[config.mk]
export PLATFORM = sky130hd
export DESIGN_NAME = ram_param
export DESIGN_NICKNAME = d
export VERILOG_FILES = /design/src/rtl/mem_pkg.sv /design/src/rtl/ram_clear_fsm.sv /design/src/rtl/ram_param.sv
export SDC_FILE = /design/constraint.sdc
export NUM_CORES = 1
export LEC_CHECK = 0
export BUFFER_PORTS_ARGS = -buffer_cell sky130_fd_sc_hd__buf_4
export CAP_MARGIN = 5
export CORE_UTILIZATION = 55
export CTS_BUF_LIST = sky130_fd_sc_hd__clkbuf_8
export CTS_CLUSTER_DIAMETER = 40
export DETAILED_ROUTE_END_ITERATION = 8
export PLACE_DENSITY = 0.84
export SETUP_SLACK_MARGIN = 0.5
export SYNTH_ARGS = -nofsm -noshare
export SYNTH_HDL_FRONTEND = slang
export SYNTH_HIERARCHICAL = 1
export SYNTH_SLANG_ARGS = --single-unit
[constraint.sdc]
create_clock -name clk -period 3.2 [get_ports clk]
set_clock_uncertainty 0.2 [all_clocks]
set_input_delay 0.16 -clock clk [delete_from_list [all_inputs] [get_ports clk]]
set_output_delay 0.16 -clock clk [all_outputs]
set_load 0.05 [all_outputs]
[src/rtl/mem_pkg.sv]
// Purpose: shared definitions for the parametrised memory blocks (state encoding, read-during-write policies, default geometry).
// Latency: none; declarations only.
// Backpressure: not applicable.
package mem_pkg;

    // Clear-engine state encoding.
    typedef enum logic {
        ST_IDLE  = 1'b0,
        ST_CLEAR = 1'b1
    } state_t;

    // Same-address read/write policy selectors.
    localparam int RDW_WRITE_FIRST = 1;
    localparam int RDW_READ_FIRST  = 0;

    // Default geometry reused by the memory blocks built on this package.
    localparam int DEFAULT_DATA_W = 16;
    localparam int DEFAULT_ADDR_W = 6;

endpackage

[src/rtl/ram_clear_fsm.sv]
// Purpose: clear engine that sweeps every memory address once after reset or on a clear request.
// Latency: a sweep takes exactly 2**ADDR_W edges; busy is combinational from the state register.
// Backpressure: while busy the owner must ignore all load/read/clear requests.
module ram_clear_fsm
    import mem_pkg::*;
#(
    parameter int ADDR_W = DEFAULT_ADDR_W
) (
    input  logic              clk,
    input  logic              reset,
    input  logic              clear,
    output logic              busy,
    output logic              sweep_we,
    output logic [ADDR_W-1:0] sweep_addr
);

    localparam logic [ADDR_W-1:0] LAST_ADDR = {ADDR_W{1'b1}};

    state_t            state_q, state_d;
    logic [ADDR_W-1:0] ptr_q, ptr_d;

    // State and sweep pointer; reset always restarts a full sweep from address 0.
    always_ff @(posedge clk) begin
        if (reset) begin
            state_q <= ST_CLEAR;
            ptr_q   <= '0;
        end else begin
            state_q <= state_d;
            ptr_q   <= ptr_d;
        end
    end

    // Next-state: terminal compare comes before the increment so ptr never wraps.
    always_comb begin
        state_d = state_q;
        ptr_d   = ptr_q;
        case (state_q)
            ST_IDLE: begin
                if (clear) begin
                    state_d = ST_CLEAR;
                    ptr_d   = '0;
                end
            end
            ST_CLEAR: begin
                if (ptr_q == LAST_ADDR) begin
                    state_d = ST_IDLE;
                end else begin
                    ptr_d = ptr_q + 1'b1;
                end
            end
            default: begin
                state_d = ST_CLEAR;
                ptr_d   = '0;
            end
        endcase
    end

    assign busy       = (state_q == ST_CLEAR);
    // Reset itself never writes the array, so the sweep write is suppressed on a reset edge.
    assign sweep_we   = busy && !reset;
    assign sweep_addr = ptr_q;

endmodule

[src/rtl/ram_param.sv]
// Purpose: parametrised single-clock RAM with separate write/read ports, selectable read-during-write policy and a clear sweep.
// Latency: read data and out_valid appear one edge after rd_en is accepted.
// Backpressure: while busy (clear sweep) load, rd_en and clear are dropped; clear in IDLE drops same-cycle requests.
module ram_param
    import mem_pkg::*;
#(
    parameter int                DATA_W    = DEFAULT_DATA_W,
    parameter int                ADDR_W    = DEFAULT_ADDR_W,
    parameter logic [DATA_W-1:0] CLEAR_VAL = '0,
    parameter int                RDW_MODE  = RDW_WRITE_FIRST
) (
    input  logic              clk,
    input  logic              reset,
    input  logic              clear,
    input  logic              load,
    input  logic [ADDR_W-1:0] wr_addr,
    input  logic [DATA_W-1:0] in,
    input  logic              rd_en,
    input  logic [ADDR_W-1:0] rd_addr,
    output logic [DATA_W-1:0] out,
    output logic              out_valid,
    output logic              busy
);

    localparam int DEPTH = 1 << ADDR_W;

    logic [DATA_W-1:0] mem [DEPTH];

    logic              sweep_we;
    logic [ADDR_W-1:0] sweep_addr;
    logic              svc;
    logic              arr_we;
    logic [ADDR_W-1:0] arr_addr;
    logic [DATA_W-1:0] arr_dat;
    logic              same_addr;

    ram_clear_fsm #(
        .ADDR_W (ADDR_W)
    ) u_clear_fsm (
        .clk        (clk),
        .reset      (reset),
        .clear      (clear),
        .busy       (busy),
        .sweep_we   (sweep_we),
        .sweep_addr (sweep_addr)
    );

    // Normal service only in IDLE with no reset and no clear taking priority.
    assign svc       = !busy && !clear && !reset;
    assign arr_we    = sweep_we || (svc && load);
    assign arr_addr  = sweep_we ? sweep_addr : wr_addr;
    assign arr_dat   = sweep_we ? CLEAR_VAL : in;
    assign same_addr = load && (wr_addr == rd_addr);

    // Single write port shared by the sweep and user writes.
    always_ff @(posedge clk) begin
        if (arr_we) begin
            mem[arr_addr] <= arr_dat;
        end
    end

    // Registered read; write-first forwards the incoming data, read-first sees the pre-write word.
    always_ff @(posedge clk) begin
        if (reset) begin
            out       <= '0;
            out_valid <= 1'b0;
        end else if (svc && rd_en) begin
            out_valid <= 1'b1;
            if (RDW_MODE == RDW_WRITE_FIRST && same_addr) begin
                out <= in;
            end else begin
                out <= mem[rd_addr];
            end
        end else begin
            out_valid <= 1'b0;
        end
    end

endmodule

==> results.md <==
- Status: finished clean
- # rows: between 90 and 100
- CTS root buf: clkbuf_8
- Pin count of the biggest net entering global routing: 65
- Worst VDD drop: 0.000418 V
- DIE HEIGHT: approximately 270 µm
- TritonCTS buffer count: 155
- Min Hold Slack: 0.104 ns
- Ys Warns: 6
- Die area: 74,500 µm²
- Fmax: 378 MHz
- Syn_nets: 1,938
- Synth top area cells: edfxtp_1 (76%), mux4_2 (14%), a22oi_1 (1.8%)
- Sequential Power Share: between 50% and 60%
- Power per cell area: 574 nW/µm²
- Hpwl dp: slightly above 60,000 µm
- Main synth FF type: edfxtp_1
- Setup WS pre-CTS: about 0.23 ns
- Comb power frac: roughly 5.7%
- Fin crit share: 82.7%
- CP Cell Sequence: inv_2, nor2_4, mux2i_1, nand2_1, nor2_1, buf_4
- Vias in the first global route: approximately 22,000
- Final hold vios: 0
- Worst skew pair latency: 0.81 ns
- # setup viols final: 0
- Post-layout nets: about 2,200
- P_int: 20.8 mW
- Post-synthesis register bit count: 1,048
- Gr usage total: 26.9%
- Clk network pwr share: 37.5%
- Placed cell areas: 43,000 µm²
- Final Critical Period: 2.65 ns
- Vias per inst: 6.55
- Clock transition at path regs: about 0.06 ns
- IO Count: approximately 50
- CP max stage delay: 0.48 ns
- Unrepaired setup endpoints after global routing: no
- Initial drt markers: slightly above 3,000
- Post-route ant nets: 0
- Cell variety after synth: between 40 and 50
- Pre-antenna DRT Iters: 6
- Register area: 31,200 µm²
- Pins Over Slew Limit: 0
- Slew HR: approximately 25%
- Initial core utilization: 56.0%
- Sw Share: 22.0%
- Critical path class: reg -> reg
- Die X: 273 µm
- Crit path launch type: flop
- Drt drc: 0
- CP required: 3.49 ns
- Overflow after GRT: 0
- CP endpoint kind: flop
- CTS tree: built
- H-Tree Depth: 4
- CP max stage cell: mux2i_1
- First-pass GRT wire length: 143,000 µm
- Delay-heaviest family, CP: simple AND/OR/NAND/NOR gates
- Initial antenna violation count: 2
- Worst min-delay path class: in -> reg
- Input/output buffers: 50
- Post-Syn Instances: 1,904
- Drt wl/cell: 29.8 µm
- GP Congestion: 0.996
- Filler cell count: 4,443
- Ys async rst share: 0%
- CTS Buffer Depth: 3
- Routed WL: 97,900 µm
- Register area share after synthesis: ~77%
- P_sw: between 5 and 6 mW
- Core Area: 72,100 µm²
- Pleak: 15.2 nW
- Slew @ Worst Pin: about 1.1 ns
- Final worst slack: about 0.55 ns
- Layout cells sized above 1: 29.5%
- CTS Sinks: ~1,000
- Top-area cell type share of the netlist area: 76.2%
- Post-synth EDFFs: 1,024
- Syn Area/Cell: roughly 21 µm²
- Synthesized area: between 40,000 and 50,000 µm²
- CP bufs+invs: 2
- Worst Path Max Fanout: 12
- Multi-input gate area: 8840 µm²
- Crit path DAT: between 2 and 3 ns
- Max Cap Violations: 0
- Vias: 21,506
- Leading area contributor after synthesis: edfxtp_1
- Area delta synth->final: 14.9%
- Non-Filler Cell Area, Final: 46,400 µm²
-- cell usage after synthesis (2+ instances only) --
library cell	instances
edfxtp_1	1024
mux4_2	256
nor2_1	116
a22oi_1	95
nand2_1	70
clkbuf_1	58
a21oi_1	48
buf_2	26
dfxtp_1	24
nor2b_1	23
mux2i_1	20
a2111oi_0	16
o21ai_0	16
a211o_1	15
a22o_1	15
buf_1	11
inv_1	9
o32ai_1	9
xnor2_1	6
buf_6	5
buf_4	4
nand4_1	4
nand2b_1	3
nand3_1	3
nor3_1	3
a211oi_1	2
and2_1	2
and3_1	2
nand3b_1	2
o21ai_1	2
or3_1	2
-- worst reg2reg max path: stages (launching register included) --
cell,delay [ns]
dfxtp_4,0.40
inv_2,0.07
nor2_4,0.24
mux2i_1,0.48
nand2_1,0.38
nor2_1,0.29
buf_4,0.28
-- timing repair --
item,in CTS,in global routing
setup endpoints to repair,727,942
pin swaps,0,2
gates cloned,0,2
hold endpoints to repair,780,3
setup buffers,0,2
hold buffers,43,2
resized for setup,9,18
-- per-layer routing --
metal  GRT usage [%]  share of wire, %  vias up
met1            36.4                36    11039
met2            40.2                46     1602
li1                -                 -     8611
met4            12.6               4.6        0
met3            8.69                13      254
met5               0                 0        -
-- power by group through the flow --
stage | clock, mW | sequential (mW) | combinational (mW)
finish | 9.99 | 15.1 | 1.51
detailed placement | 0 | 15.4 | 1.44
CTS | 10.1 | 15.1 | 1.47
floorplan | 0 | 15.4 | 0.828
global placement | 0 | 15.4 | 1.39
global route | 10.7 | 15.1 | 1.56
-- state kept, by name, indices dropped and copies added (netlist names) --
register                count
u_clear_fsm/sweep_addr      6
out                        16
out_valid                   1
u_clear_fsm/busy            1
mem                      1024
-- cells in the final DEF (no fill, tap or decap), types with 3 or more instances in the layout --
cell,count
inv_1,67
dfxtp_1,23
nand2_1,60
edfxtp_1,1024
dlygate4sd3_1,45
a21oi_1,48
bufinv_16,4
a22o_1,15
nor2b_1,4
o21ai_0,16
mux2i_1,19
buf_6,4
clkinv_2,6
clkinv_1,39
nor2_2,6
xnor2_1,6
nand3_1,3
a2111oi_0,16
a211o_1,15
buf_4,180
clkinvlp_4,6
mux4_2,256
nor2_1,109
a22oi_1,95
nand2b_1,3
nor3_1,3
o32ai_1,9
buf_12,17
diode_2,3
nand2_2,9
nand4_1,4
clkbuf_8,167
nor2b_4,17
-- worst paths after layout --
check / start / end / slack, ns / depth (start not counted)
hold reg to reg: u_clear_fsm/sweep_addr[0]$_SDFFE_PP0P_ / u_clear_fsm/sweep_addr[0]$_SDFFE_PP0P_ / 0.40 / 2
setup reg to reg: u_clear_fsm/busy$_SDFF_PP1_ / mem[55][9]$_DFFE_PP_ / 0.55 / 6
setup / recovery: u_clear_fsm/busy$_SDFF_PP1_ / mem[55][9]$_DFFE_PP_ / 0.55 / 6
hold / removal: rd_addr[1] / out[14]$_SDFFE_PP0P_ / 0.10 / 5
-- cells by family (layout without fill, tap and decap cells) --
kind of cell    count (synthesis)  after routing  share of synthesized area, %
buf+inv                       115            540                          1.28
mux                           277            277                          14.8
compound gates                223            223                          3.91
fa+ha+maj                       1              1                        0.0310
simple gates                  234            234                          2.50
xor+xnor                        6              6                         0.130
other cells                     0              3                             0
flops                        1048           1048                          77.3
-- stage by stage --
stage | utilization, % | power [mW] | TNS, ns | std cells
detailed placement | 59.6 | 16.9 | 0 | 2950
CTS | 64.2 | 26.7 | 0 | 3273
finish | 64.4 | 26.6 | 0 | 3282
global route | 64.4 | 27.4 | 0 | 3280
global placement | 59.6 | 16.8 | 0 | 2950
floorplan | - | 16.3 | -57.17 | 1904
-- cell type report --
type / instances / area share [%]
flip-flops and latches: 1048 / 67.3
multi-input cells: 741 / 19.0
clock buffers: 166 / 4.92
repair buffers: 249 / 4.83
well taps: 950 / 2.56
clock inverters: 114 / 1.23
inverters: 11 / 0.0890
diodes: 3 / 0.0162
Power figures use the tool's default switching activity.
